==> config.mk <==
export PLATFORM = sky130hd
export DESIGN_NAME = hazard_ctrl_flat
export DESIGN_NICKNAME = d
export VERILOG_FILES = /design/src/rtl/core_pkg.sv /design/src/rtl/hazard_ctrl_if.sv /design/src/rtl/hazard_ctrl_fwd_unit.sv /design/src/rtl/hazard_ctrl.sv /design/src/flat_wrapper.sv
export SDC_FILE = /design/constraint.sdc
export NUM_CORES = 1
export LEC_CHECK = 0
export BUFFER_PORTS_ARGS = -buffer_cell sky130_fd_sc_hd__buf_2
export CAP_MARGIN = 20
export CORE_MARGIN = 2
export CORE_UTILIZATION = 35
export DETAILED_ROUTE_END_ITERATION = 8
export HOLD_SLACK_MARGIN = 0.1
export PLACE_DENSITY_LB_ADDON = 0.3
export SLEW_MARGIN = 20
export SYNTH_ARGS = -nofsm -noshare
export SYNTH_HDL_FRONTEND = slang
export SYNTH_SLANG_ARGS = --single-unit
==> constraint.sdc <==
create_clock -name clk -period 2.5 [get_ports clk]
set_clock_uncertainty 0.2 [all_clocks]
set_input_delay 0.125 -clock clk [delete_from_list [all_inputs] [get_ports clk]]
set_output_delay 0.125 -clock clk [all_outputs]
set_load 0.1 [all_outputs]
==> src/rtl/core_pkg.sv <==
// Shared types and constants for the RV32 pipeline hazard controller.
package core_pkg;

  localparam int REG_ADDR_W = 5;

  typedef enum logic [0:0] {
    RUN     = 1'b0,
    BR_WAIT = 1'b1
  } state_e;

  localparam logic [1:0] FWD_REG = 2'b00;
  localparam logic [1:0] FWD_MEM = 2'b10;
  localparam logic [1:0] FWD_WB  = 2'b01;

  // x0 is hardwired to zero, so it never produces a hazard or a forward.
  function automatic logic reg_hit(input logic [REG_ADDR_W-1:0] rd,
                                   input logic [REG_ADDR_W-1:0] rs);
    return (rd != 5'd0) && (rd == rs);
  endfunction

endpackage

==> src/rtl/hazard_ctrl_if.sv <==
// Pipeline-to-hazard-controller bundle: decode/EX/MEM status in, stall/flush/forward controls out.
interface hazard_ctrl_if #(parameter int CNT_W = 16);
  import core_pkg::*;

  logic                  id_valid;
  logic [REG_ADDR_W-1:0] id_rs1;
  logic [REG_ADDR_W-1:0] id_rs2;
  logic                  id_is_branch;
  logic [REG_ADDR_W-1:0] ex_rd;
  logic                  ex_reg_write;
  logic                  ex_mem_read;
  logic [REG_ADDR_W-1:0] mem_rd;
  logic                  mem_reg_write;
  logic                  ex_br_valid;
  logic                  ex_br_taken;

  logic                  pc_stall;
  logic                  if_id_stall;
  logic                  id_ex_bubble;
  logic                  if_id_flush;
  logic                  pc_redirect;
  logic [1:0]            fwd_a_sel;
  logic [1:0]            fwd_b_sel;
  logic                  br_timeout_err;
  logic [CNT_W-1:0]      stall_cnt;

  modport master (
    output id_valid, id_rs1, id_rs2, id_is_branch, ex_rd, ex_reg_write, ex_mem_read,
           mem_rd, mem_reg_write, ex_br_valid, ex_br_taken,
    input  pc_stall, if_id_stall, id_ex_bubble, if_id_flush, pc_redirect,
           fwd_a_sel, fwd_b_sel, br_timeout_err, stall_cnt
  );

  modport slave (
    input  id_valid, id_rs1, id_rs2, id_is_branch, ex_rd, ex_reg_write, ex_mem_read,
           mem_rd, mem_reg_write, ex_br_valid, ex_br_taken,
    output pc_stall, if_id_stall, id_ex_bubble, if_id_flush, pc_redirect,
           fwd_a_sel, fwd_b_sel, br_timeout_err, stall_cnt
  );

endinterface

==> src/rtl/hazard_ctrl_fwd_unit.sv <==
// Forwarding source select for one EX operand; EX producers beat MEM producers, loads never forward from EX.
module fwd_unit
  import core_pkg::*;
(
  input  logic [REG_ADDR_W-1:0] rs,
  input  logic [REG_ADDR_W-1:0] ex_rd,
  input  logic                  ex_reg_write,
  input  logic                  ex_mem_read,
  input  logic [REG_ADDR_W-1:0] mem_rd,
  input  logic                  mem_reg_write,
  output logic [1:0]            sel
);

  // Priority compare of the decode source against EX then MEM destinations.
  always_comb begin
    sel = FWD_REG;
    if (ex_reg_write && !ex_mem_read && reg_hit(ex_rd, rs)) begin
      sel = FWD_MEM;
    end else if (mem_reg_write && reg_hit(mem_rd, rs)) begin
      sel = FWD_WB;
    end else begin
      sel = FWD_REG;
    end
  end

endmodule

==> src/rtl/hazard_ctrl.sv <==
// Load-use stall, branch hold/squash/redirect sequencing, EX-aligned forwarding selects and stall counter.
module hazard_ctrl
  import core_pkg::*;
#(
  parameter int BR_TIMEOUT = 4,
  parameter int CNT_W      = 16
) (
  input  logic         clk,
  input  logic         rst_n,
  hazard_ctrl_if.slave hz
);

  localparam int TMO_W = $clog2(BR_TIMEOUT + 1);
  localparam logic [TMO_W-1:0] TMO_LAST = TMO_W'(BR_TIMEOUT - 1);

  state_e           state_r, state_nxt_s;
  logic [TMO_W-1:0] tmo_r, tmo_nxt_s;
  logic             lu_s, set_err_s;
  logic             pc_stall_s, if_id_stall_s, bubble_s, flush_s, redirect_s;
  logic [1:0]       fwd_a_s, fwd_b_s, fwd_a_r, fwd_b_r;
  logic             err_r;
  logic [CNT_W-1:0] stall_cnt_r;

  // Load in EX whose result a decode source needs.
  always_comb begin
    lu_s = hz.id_valid && hz.ex_mem_read &&
           (reg_hit(hz.ex_rd, hz.id_rs1) || reg_hit(hz.ex_rd, hz.id_rs2));
  end

  // Mealy control outputs and next-state; everything idles while reset is held.
  always_comb begin
    pc_stall_s    = 1'b0;
    if_id_stall_s = 1'b0;
    bubble_s      = 1'b0;
    flush_s       = 1'b0;
    redirect_s    = 1'b0;
    set_err_s     = 1'b0;
    state_nxt_s   = state_r;
    tmo_nxt_s     = tmo_r;
    if (!rst_n) begin
      state_nxt_s = RUN;
      tmo_nxt_s   = '0;
    end else begin
      case (state_r)
        RUN: begin
          tmo_nxt_s = '0;
          if (lu_s) begin
            pc_stall_s    = 1'b1;
            if_id_stall_s = 1'b1;
            bubble_s      = 1'b1;
          end else if (hz.id_valid && hz.id_is_branch) begin
            state_nxt_s = BR_WAIT;
          end else begin
            state_nxt_s = RUN;
          end
        end
        BR_WAIT: begin
          pc_stall_s = 1'b1;
          flush_s    = 1'b1;
          if (hz.ex_br_valid) begin
            redirect_s  = hz.ex_br_taken;
            state_nxt_s = RUN;
            tmo_nxt_s   = '0;
          end else if (tmo_r == TMO_LAST) begin
            set_err_s   = 1'b1;
            state_nxt_s = RUN;
            tmo_nxt_s   = '0;
          end else begin
            tmo_nxt_s = tmo_r + {{(TMO_W-1){1'b0}}, 1'b1};
          end
        end
        default: begin
          state_nxt_s = RUN;
          tmo_nxt_s   = '0;
        end
      endcase
    end
  end

  fwd_unit u_fwd_a (
    .rs(hz.id_rs1), .ex_rd(hz.ex_rd), .ex_reg_write(hz.ex_reg_write),
    .ex_mem_read(hz.ex_mem_read), .mem_rd(hz.mem_rd), .mem_reg_write(hz.mem_reg_write),
    .sel(fwd_a_s)
  );

  fwd_unit u_fwd_b (
    .rs(hz.id_rs2), .ex_rd(hz.ex_rd), .ex_reg_write(hz.ex_reg_write),
    .ex_mem_read(hz.ex_mem_read), .mem_rd(hz.mem_rd), .mem_reg_write(hz.mem_reg_write),
    .sel(fwd_b_s)
  );

  // State, timeout counter and sticky timeout flag.
  always_ff @(posedge clk) begin
    state_r <= state_nxt_s;
    tmo_r   <= tmo_nxt_s;
    if (!rst_n) begin
      err_r <= 1'b0;
    end else if (set_err_s) begin
      err_r <= 1'b1;
    end else begin
      err_r <= err_r;
    end
  end

  // Forward selects follow the instruction into EX; a bubble or squashed slot carries no forward.
  always_ff @(posedge clk) begin
    if (!rst_n) begin
      fwd_a_r <= FWD_REG;
      fwd_b_r <= FWD_REG;
    end else if (bubble_s || (state_r == BR_WAIT) || !hz.id_valid) begin
      fwd_a_r <= FWD_REG;
      fwd_b_r <= FWD_REG;
    end else if (if_id_stall_s) begin
      fwd_a_r <= fwd_a_r;
      fwd_b_r <= fwd_b_r;
    end else begin
      fwd_a_r <= fwd_a_s;
      fwd_b_r <= fwd_b_s;
    end
  end

  // Saturating count of PC-stall cycles.
  always_ff @(posedge clk) begin
    if (!rst_n) begin
      stall_cnt_r <= '0;
    end else if (pc_stall_s && (stall_cnt_r != {CNT_W{1'b1}})) begin
      stall_cnt_r <= stall_cnt_r + {{(CNT_W-1){1'b0}}, 1'b1};
    end else begin
      stall_cnt_r <= stall_cnt_r;
    end
  end

  assign hz.pc_stall       = pc_stall_s;
  assign hz.if_id_stall    = if_id_stall_s;
  assign hz.id_ex_bubble   = bubble_s;
  assign hz.if_id_flush    = flush_s;
  assign hz.pc_redirect    = redirect_s;
  assign hz.fwd_a_sel      = fwd_a_r;
  assign hz.fwd_b_sel      = fwd_b_r;
  assign hz.br_timeout_err = err_r;
  assign hz.stall_cnt      = stall_cnt_r;

endmodule

==> src/flat_wrapper.sv <==
// flat-port wrapper written by rule: the top's interface ports become plain ports
module hazard_ctrl_flat import core_pkg::*;
#(
  parameter int BR_TIMEOUT = 4,
  parameter int CNT_W      = 16
)
  (clk, rst_n, hz_id_valid, hz_id_rs1, hz_id_rs2, hz_id_is_branch, hz_ex_rd, hz_ex_reg_write, hz_ex_mem_read, hz_mem_rd, hz_mem_reg_write, hz_ex_br_valid, hz_ex_br_taken, hz_pc_stall, hz_if_id_stall, hz_id_ex_bubble, hz_if_id_flush, hz_pc_redirect, hz_fwd_a_sel, hz_fwd_b_sel, hz_br_timeout_err, hz_stall_cnt);
  hazard_ctrl_if #(.CNT_W(CNT_W)) hz_i ();
  input  logic clk;
  input  logic rst_n;
  input wire logic [$bits(hz_i.id_valid)-1:0] hz_id_valid;
  input wire logic [$bits(hz_i.id_rs1)-1:0] hz_id_rs1;
  input wire logic [$bits(hz_i.id_rs2)-1:0] hz_id_rs2;
  input wire logic [$bits(hz_i.id_is_branch)-1:0] hz_id_is_branch;
  input wire logic [$bits(hz_i.ex_rd)-1:0] hz_ex_rd;
  input wire logic [$bits(hz_i.ex_reg_write)-1:0] hz_ex_reg_write;
  input wire logic [$bits(hz_i.ex_mem_read)-1:0] hz_ex_mem_read;
  input wire logic [$bits(hz_i.mem_rd)-1:0] hz_mem_rd;
  input wire logic [$bits(hz_i.mem_reg_write)-1:0] hz_mem_reg_write;
  input wire logic [$bits(hz_i.ex_br_valid)-1:0] hz_ex_br_valid;
  input wire logic [$bits(hz_i.ex_br_taken)-1:0] hz_ex_br_taken;
  output wire logic [$bits(hz_i.pc_stall)-1:0] hz_pc_stall;
  output wire logic [$bits(hz_i.if_id_stall)-1:0] hz_if_id_stall;
  output wire logic [$bits(hz_i.id_ex_bubble)-1:0] hz_id_ex_bubble;
  output wire logic [$bits(hz_i.if_id_flush)-1:0] hz_if_id_flush;
  output wire logic [$bits(hz_i.pc_redirect)-1:0] hz_pc_redirect;
  output wire logic [$bits(hz_i.fwd_a_sel)-1:0] hz_fwd_a_sel;
  output wire logic [$bits(hz_i.fwd_b_sel)-1:0] hz_fwd_b_sel;
  output wire logic [$bits(hz_i.br_timeout_err)-1:0] hz_br_timeout_err;
  output wire logic [$bits(hz_i.stall_cnt)-1:0] hz_stall_cnt;
  assign hz_i.id_valid = hz_id_valid;
  assign hz_i.id_rs1 = hz_id_rs1;
  assign hz_i.id_rs2 = hz_id_rs2;
  assign hz_i.id_is_branch = hz_id_is_branch;
  assign hz_i.ex_rd = hz_ex_rd;
  assign hz_i.ex_reg_write = hz_ex_reg_write;
  assign hz_i.ex_mem_read = hz_ex_mem_read;
  assign hz_i.mem_rd = hz_mem_rd;
  assign hz_i.mem_reg_write = hz_mem_reg_write;
  assign hz_i.ex_br_valid = hz_ex_br_valid;
  assign hz_i.ex_br_taken = hz_ex_br_taken;
  assign hz_pc_stall = hz_i.pc_stall;
  assign hz_if_id_stall = hz_i.if_id_stall;
  assign hz_id_ex_bubble = hz_i.id_ex_bubble;
  assign hz_if_id_flush = hz_i.if_id_flush;
  assign hz_pc_redirect = hz_i.pc_redirect;
  assign hz_fwd_a_sel = hz_i.fwd_a_sel;
  assign hz_fwd_b_sel = hz_i.fwd_b_sel;
  assign hz_br_timeout_err = hz_i.br_timeout_err;
  assign hz_stall_cnt = hz_i.stall_cnt;
  hazard_ctrl #(.BR_TIMEOUT(BR_TIMEOUT), .CNT_W(CNT_W)) u_core (.clk(clk), .rst_n(rst_n), .hz(hz_i));
endmodule
Yosys cells after proc, flatten, opt, wreduce, memory -nomap -nowiden
Cells that the tools add are included.

word-level totals
  flip-flop bits (word level) = 25
  bits of input ports = 29
  logic and storage cells = 63

cells by class
  add/subtract/negate cells = 2
  equal/unequal tests = 6
  muxes and demuxes = 26
  bitwise logic cells = 2
  reduce and logical (&&, ||, !) cells = 21

operators with widths
  operator                 count
  $eq A5 B5 Y1             4
  $mux W1                  19
  $add A16 B1 Y16 const B  1
  $ne A16 B16 Y1 const B   1
  $logic_and A1 B1 Y1      13
  $reduce_bool A5 Y1       2
  $mux W3                  2
  $pmux W3 S2              1
  $mux W2                  2
  $pmux W1 S2              2
  $add A3 B1 Y3 const B    1
  $eq A3 B2 Y1 const B     1
  $logic_or A1 B1 Y1       3
  $logic_not A1 Y1         2
  $not A1 Y1               2
  $reduce_or A2 Y1         1

Longest topological paths before layout
  depth in word-level cells = 10
  gate-level depth with buffers = 7
  depth with buffers taken out = 7

Hierarchy
A second synthesis with hierarchy kept.

second synthesis, totals
  cell total of the unflattened synthesis = 194
  area, all modules = 1682.9 µm²

by module, submodules not included
  module       instances  cells an instance  area an instance (µm²)
  hazard_ctrl  1          154                1377.6
  fwd_unit     2          20                 152.6

Worst setup path before layout
Ideal clock, no wire load.

  path kind = in2out
  start = input hz_ex_rd[4]
  end = output hz_if_id_stall
  arrival = 3580 ps
  data required time = 2175 ps
  setup slack = -1405 ps
  stages on the path = 7
  path buffers = 2
  path through = xnor2_1 > nand3_1 > nor3_2 > o21ai_4 > buf_6 > nor3_1 > buf_4

between the ends
  longest elaborated chain between the ends = 7
  elaborated cells on any way between the ends = 10
  those cells by class = eq/ne: 2; mux: 3; reduce/logical: 5

ends and longest elaborated chain
  element                                             line                text
  start: declaration                                  flat_wrapper.sv:15  input wire logic [$bits(hz_i.ex_rd)-1:0] hz_ex_rd;
  $eq A5 B5 Y1 or $reduce_bool A5 Y1 (tied branches)  core_pkg.sv:18      return (rd != 5'd0) && (rd == rs);
  $logic_and A1 B1 Y1                                 core_pkg.sv:18
  $logic_or A1 B1 Y1 (*)                              hazard_ctrl.sv:27   (reg_hit(hz.ex_rd, hz.id_rs1) || reg_hit(hz.ex_rd, hz.id_rs2));
  $logic_and A1 B1 Y1 (*)                             hazard_ctrl.sv:26   lu_s = hz.id_valid && hz.ex_mem_read &&
  $mux W1 (*) (3 in series)                           n/a
  end: declaration                                    flat_wrapper.sv:23  output wire logic [$bits(hz_i.if_id_stall)-1:0] hz_if_id_stall;

Every way passes the cells marked *; elsewhere a longest branch is shown, timed or not.

Worst setup path in the final report
  start = input hz_ex_rd[0]
  end = register u_core.fwd_a_r[0], in the netlist u_core.hz.fwd_a_sel[0]

between the ends
  longest elaborated chain between the ends = 10
  elaborated cells on any way between the ends = 15
  those cells by class = eq/ne: 2; mux: 4; reduce/logical: 9

ends and longest elaborated chain
  element                                             line                text
  $eq A5 B5 Y1 or $reduce_bool A5 Y1 (tied branches)  core_pkg.sv:18
  $logic_and A1 B1 Y1                                 core_pkg.sv:18
  $logic_or A1 B1 Y1                                  hazard_ctrl.sv:27
  $logic_and A1 B1 Y1                                 hazard_ctrl.sv:26
  $mux W1                                             hazard_ctrl.sv:47   if (lu_s) begin
  $mux W1                                             hazard_ctrl.sv:44   case (state_r)
  $mux W1                                             hazard_ctrl.sv:40   if (!rst_n) begin
  $logic_or A1 B1 Y1 (2 in series)                    hazard_ctrl.sv:110  end else if (bubble_s || (state_r == BR_WAIT) || !hz.id_valid) begin
  $reduce_or A2 Y1 (no source line)                   n/a
  end signal: assignment                              hazard_ctrl.sv:114  fwd_a_r <= fwd_a_r;
  end signal: assignment                              hazard_ctrl.sv:117  fwd_a_r <= fwd_a_s;
  end: declaration                                    hazard_ctrl.sv:20   logic [1:0] fwd_a_s, fwd_b_s, fwd_a_r, fwd_b_r;

Parallel ways exist; a longest one is shown, timed or not.
A chain may end at the register's enable or synchronous reset.

==> Flow_metrics.wiki <==
{| class="wikitable"
! Metric !! Value
|-
| Run status || completed
|-
| Latest clock arrival within the worst-skew pair || 0.27 ns
|-
| Part of the cycle the worst path needs || 89.5%
|-
| Number of antenna repair diodes || 0
|-
| Power density of the placed cells || 384 nW/um^2
|-
| Worst setup slack before clock tree synthesis || 0.339 ns
|-
| H-tree level count || 1
|-
| Arrival time reported for the critical path endpoint || 2.25 ns
|-
| Flop and latch count out of synthesis || 25
|-
| Vias in the first global route || 1452
|-
| Leading area contributor after synthesis || sky130_fd_sc_hd__dfxtp_1
|-
| Setup ws final || 0.262 ns
|-
| Library cell used as clock root buffer || sky130_fd_sc_hd__clkbuf_8
|-
| Number of buffers on the longest clock path || 2
|-
| Wire length of the first global-routing pass || 6.31 mm
|-
| Net switching power of the design || 0.230 mW
|-
| Tightest slew margin relative to the limit || 63.0%
|-
| Max-slew violations || 0
|-
| Final net count || 288
|-
| Most frequent cell after synthesis || sky130_fd_sc_hd__dfxtp_1
|-
| Area fraction in compound gates after synthesis || 9.01%
|-
| Syn. warnings || 0
|-
| Synthesized netlist net count || 223
|-
| Antenna violations before repair || 0
|-
| Area growth syn-to-layout || 31.7%
|-
| P_leak || 0.869 nW
|-
| Drt first-iter violations || 43
|-
| Parity-gate share of the synthesized area counting xor and xnor cells || 11.0%
|-
| Top cells by count, synth || sky130_fd_sc_hd__dfxtp_1, sky130_fd_sc_hd__nand2_1, sky130_fd_sc_hd__mux2i_1
|-
| Clock transition at the register clock pins on the worst setup and hold paths after CTS || 0.08 ns
|-
| VDD IR-drop max || 0.177 mV
|-
| Avg Cell Area, Syn || 8.36 um^2
|-
| Average routed wire per standard cell || 12.1 um
|-
| Total I/O pin count || 55
|-
| Layout cell share with drive strength beyond 1 || 33.3%
|-
| Initial core utilization || 36.4%
|-
| Fraction of the mapped netlist area in adder cells || 2.35%
|-
| Worst-path fanout max || 18
|-
| # DRC || 0
|-
| Global router's overall resource usage || 14.9%
|-
| RSZ-0062 raised after global routing || false
|-
| Core Box Area || 4380 um^2
|-
| WL final || 3.71 mm
|-
| Largest net degree at the start of global routing || 34
|-
| # setup viols final || 0
|-
| Number of distinct library cells after synthesis || 37
|-
| Routed via count || 1578
|-
| Number of buffers added by the clock tree synthesis step || 3
|-
| TritonCTS clock tree || built
|-
| Sequential cell area || 514 um^2
|-
| Final count of hold timing violations || 0
|-
| Row count || 24
|-
| Maximum clock frequency || 447 MHz
|-
| Vias per cell || 5.14
|-
| Die area || 5120 um^2
|-
| Post-synth EDFFs || 0
|-
| Routed Antenna Nets || 0
|-
| Post-synthesis sequential area ratio || 31.3%
|-
| Min Clock Period, post-route || 2.24 ns
|-
| Number of input and output port buffers inserted || 54
|-
| Accumulated negative setup slack || 0 ns
|-
| Max-cap check violation count || 0
|-
| Power share of the combinational group || 19.8%
|-
| Synthesized-area fraction occupied by and/or/nand/nor cells || 33.1%
|-
| First-pass iteration count of the detailed router || 4
|-
| Total Power Consumption || 0.807 mW
|-
| Global route overflow || 0
|-
| Hold slack || 0.109 ns
|-
| Area share of the leading cell type in the synthesized netlist || 31.3%
|-
| Cell area after synthesis || 1600 um^2
|-
| Element type at the critical path end || flop
|-
| Final GP Congestion || 0.824
|-
| Total area of multi-input combinational cells || 1050 um^2
|-
| Startpoint type of the worst setup path || primary input
|-
| Power share of the sequential group || 50.6%
|-
| Sw frac || 28.5%
|-
| Cells taking the most area after synthesis || sky130_fd_sc_hd__dfxtp_1, sky130_fd_sc_hd__mux2i_1, sky130_fd_sc_hd__xnor2_1
|-
| Internal portion of total power || 0.577 mW
|-
| Die Y || 71.5 um
|-
| Post-synthesis cell count || 191
|-
| Die boundary width || 71.5 um
|-
| WS Path Type || primary input to flop
|-
| Worst min-delay path class || primary input to flop
|-
| Number of fillers in the final layout || 446
|-
| Dominant combinational cell family by area after synthesis || simple AND/OR/NAND/NOR gates
|-
| Share of cell area taken by muxes after synthesis || 8.78%
|-
| Clock network fraction of design power || 29.6%
|-
| Transition time of the tightest slew-check pin || 0.553 ns
|-
| TritonCTS Sinks || 25
|-
| Share of async-settable or async-resettable flops after synthesis || 0%
|-
| Primary flip-flop cell chosen by synthesis mapping || sky130_fd_sc_hd__dfxtp_1
|-
| Half-perimeter wire length after placement || 2.85 mm
|-
| CP required || 2.51 ns
|}
## cell families (layout without fill, tap and decap cells)
| kind of cell | Yosys count | in the layout |
|---|---|---|
| multiplexers | 14 | 14 |
| AND/OR/NAND/NOR | 91 | 91 |
| buffers and inverters | 16 | 80 |
| flip-flops | 25 | 25 |
| adder cells (fa/ha/maj) | 3 | 3 |
| AO/OA/AOI/OAI | 22 | 22 |
| XOR/XNOR | 20 | 20 |
## registers in the layout, summed over array words and instances, names as in the netlist
register / count
u_core.state_r: 1
u_core.hz.stall_cnt: 16
u_core.hz.fwd_a_sel: 2
u_core.hz.fwd_b_sel: 2
u_core.hz.br_timeout_err: 1
u_core.tmo_r: 3
## layer usage
metal  share of wire, %  up-vias  track usage [%]
met1                 46      724             18.4
met5                  0        -                0
met4               0.73        0             4.40
met2                 49       43             26.7
met3                4.3        2             1.97
li1                   -      809                -
## placed cells by master (no fill, tap or decap), types with 2 or more instances in the layout
master                          count
sky130_fd_sc_hd__ha_1               3
sky130_fd_sc_hd__nor3b_1            2
sky130_fd_sc_hd__buf_2             54
sky130_fd_sc_hd__buf_4              3
sky130_fd_sc_hd__nand4_1           12
sky130_fd_sc_hd__mux2i_1           14
sky130_fd_sc_hd__nor3_1             3
sky130_fd_sc_hd__and4_1             2
sky130_fd_sc_hd__a211oi_1           5
sky130_fd_sc_hd__clkbuf_8           3
sky130_fd_sc_hd__dfxtp_2           11
sky130_fd_sc_hd__xor2_1            10
sky130_fd_sc_hd__o21ai_0            2
sky130_fd_sc_hd__or4_1              3
sky130_fd_sc_hd__a31oi_1            2
sky130_fd_sc_hd__inv_1              9
sky130_fd_sc_hd__nor3_2             4
sky130_fd_sc_hd__nor2_1             9
sky130_fd_sc_hd__nand3_1            7
sky130_fd_sc_hd__nand2b_1          13
sky130_fd_sc_hd__dfxtp_1           14
sky130_fd_sc_hd__and3_1             4
sky130_fd_sc_hd__nand2_1           21
sky130_fd_sc_hd__dlygate4sd3_1     10
sky130_fd_sc_hd__a21oi_1            8
sky130_fd_sc_hd__xnor2_1           10
## through the flow
step / utilization [%] / area, um^2 / instances
4_1_cts: 47.3 / 2080 / 305
2_1_floorplan: - / 1630 / 191
5_1_grt: 48.0 / 2100 / 307
3_5_place_dp: 44.0 / 1930 / 291
3_3_place_gp: 44.0 / 1930 / 291
6_report: 48.0 / 2100 / 307
## path summary, 6_finish.rpt
kind                          start                 endpoint  slack, ns  cells after the start
max                     hz_ex_rd[0]   u_core.hz.fwd_a_sel[0]       0.26                      9
min                    hz_id_rs2[3]   u_core.hz.fwd_b_sel[1]       0.11                      6
max reg2reg  u_core.hz.stall_cnt[0]  u_core.hz.stall_cnt[14]       0.31                      7
min reg2reg         u_core.tmo_r[0]          u_core.tmo_r[0]       0.23                      1
## area by class of cell
cell class | instances | area share, %
clock buffer | 4 | 2.14
inverter | 9 | 1.61
multi-input combinational | 150 | 50.0
sequential | 25 | 24.4
tap | 52 | 3.09
timing repair buffer | 67 | 18.7
## timing repair
action	4_1_cts	5_1_grt
endpoints found under the hold margin	9	1
buffers inserted	0	2
setup endpoints to repair	0	2
resized for setup	0	3
hold buffers	10	1
## power groups by stage
stage	combinational (mW)	sequential, mW	clock (mW)
global route	0.175	0.409	0.262
detailed placement	0.150	0.418	0
global placement	0.148	0.417	0
CTS	0.159	0.408	0.246
finish	0.160	0.408	0.239
floorplan	0.0820	0.435	0
## worst max-delay path: stages
cell	delay, ns
sky130_fd_sc_hd__buf_2	0.12
sky130_fd_sc_hd__or4_4	0.54
sky130_fd_sc_hd__nor2_4	0.13
sky130_fd_sc_hd__buf_4	0.11
sky130_fd_sc_hd__nor2_2	0.04
sky130_fd_sc_hd__o21ai_4	0.21
sky130_fd_sc_hd__nand4_4	0.19
sky130_fd_sc_hd__nor3_2	0.20
sky130_fd_sc_hd__dlygate4sd3_1	0.56
Power figures use the tool's default switching activity.
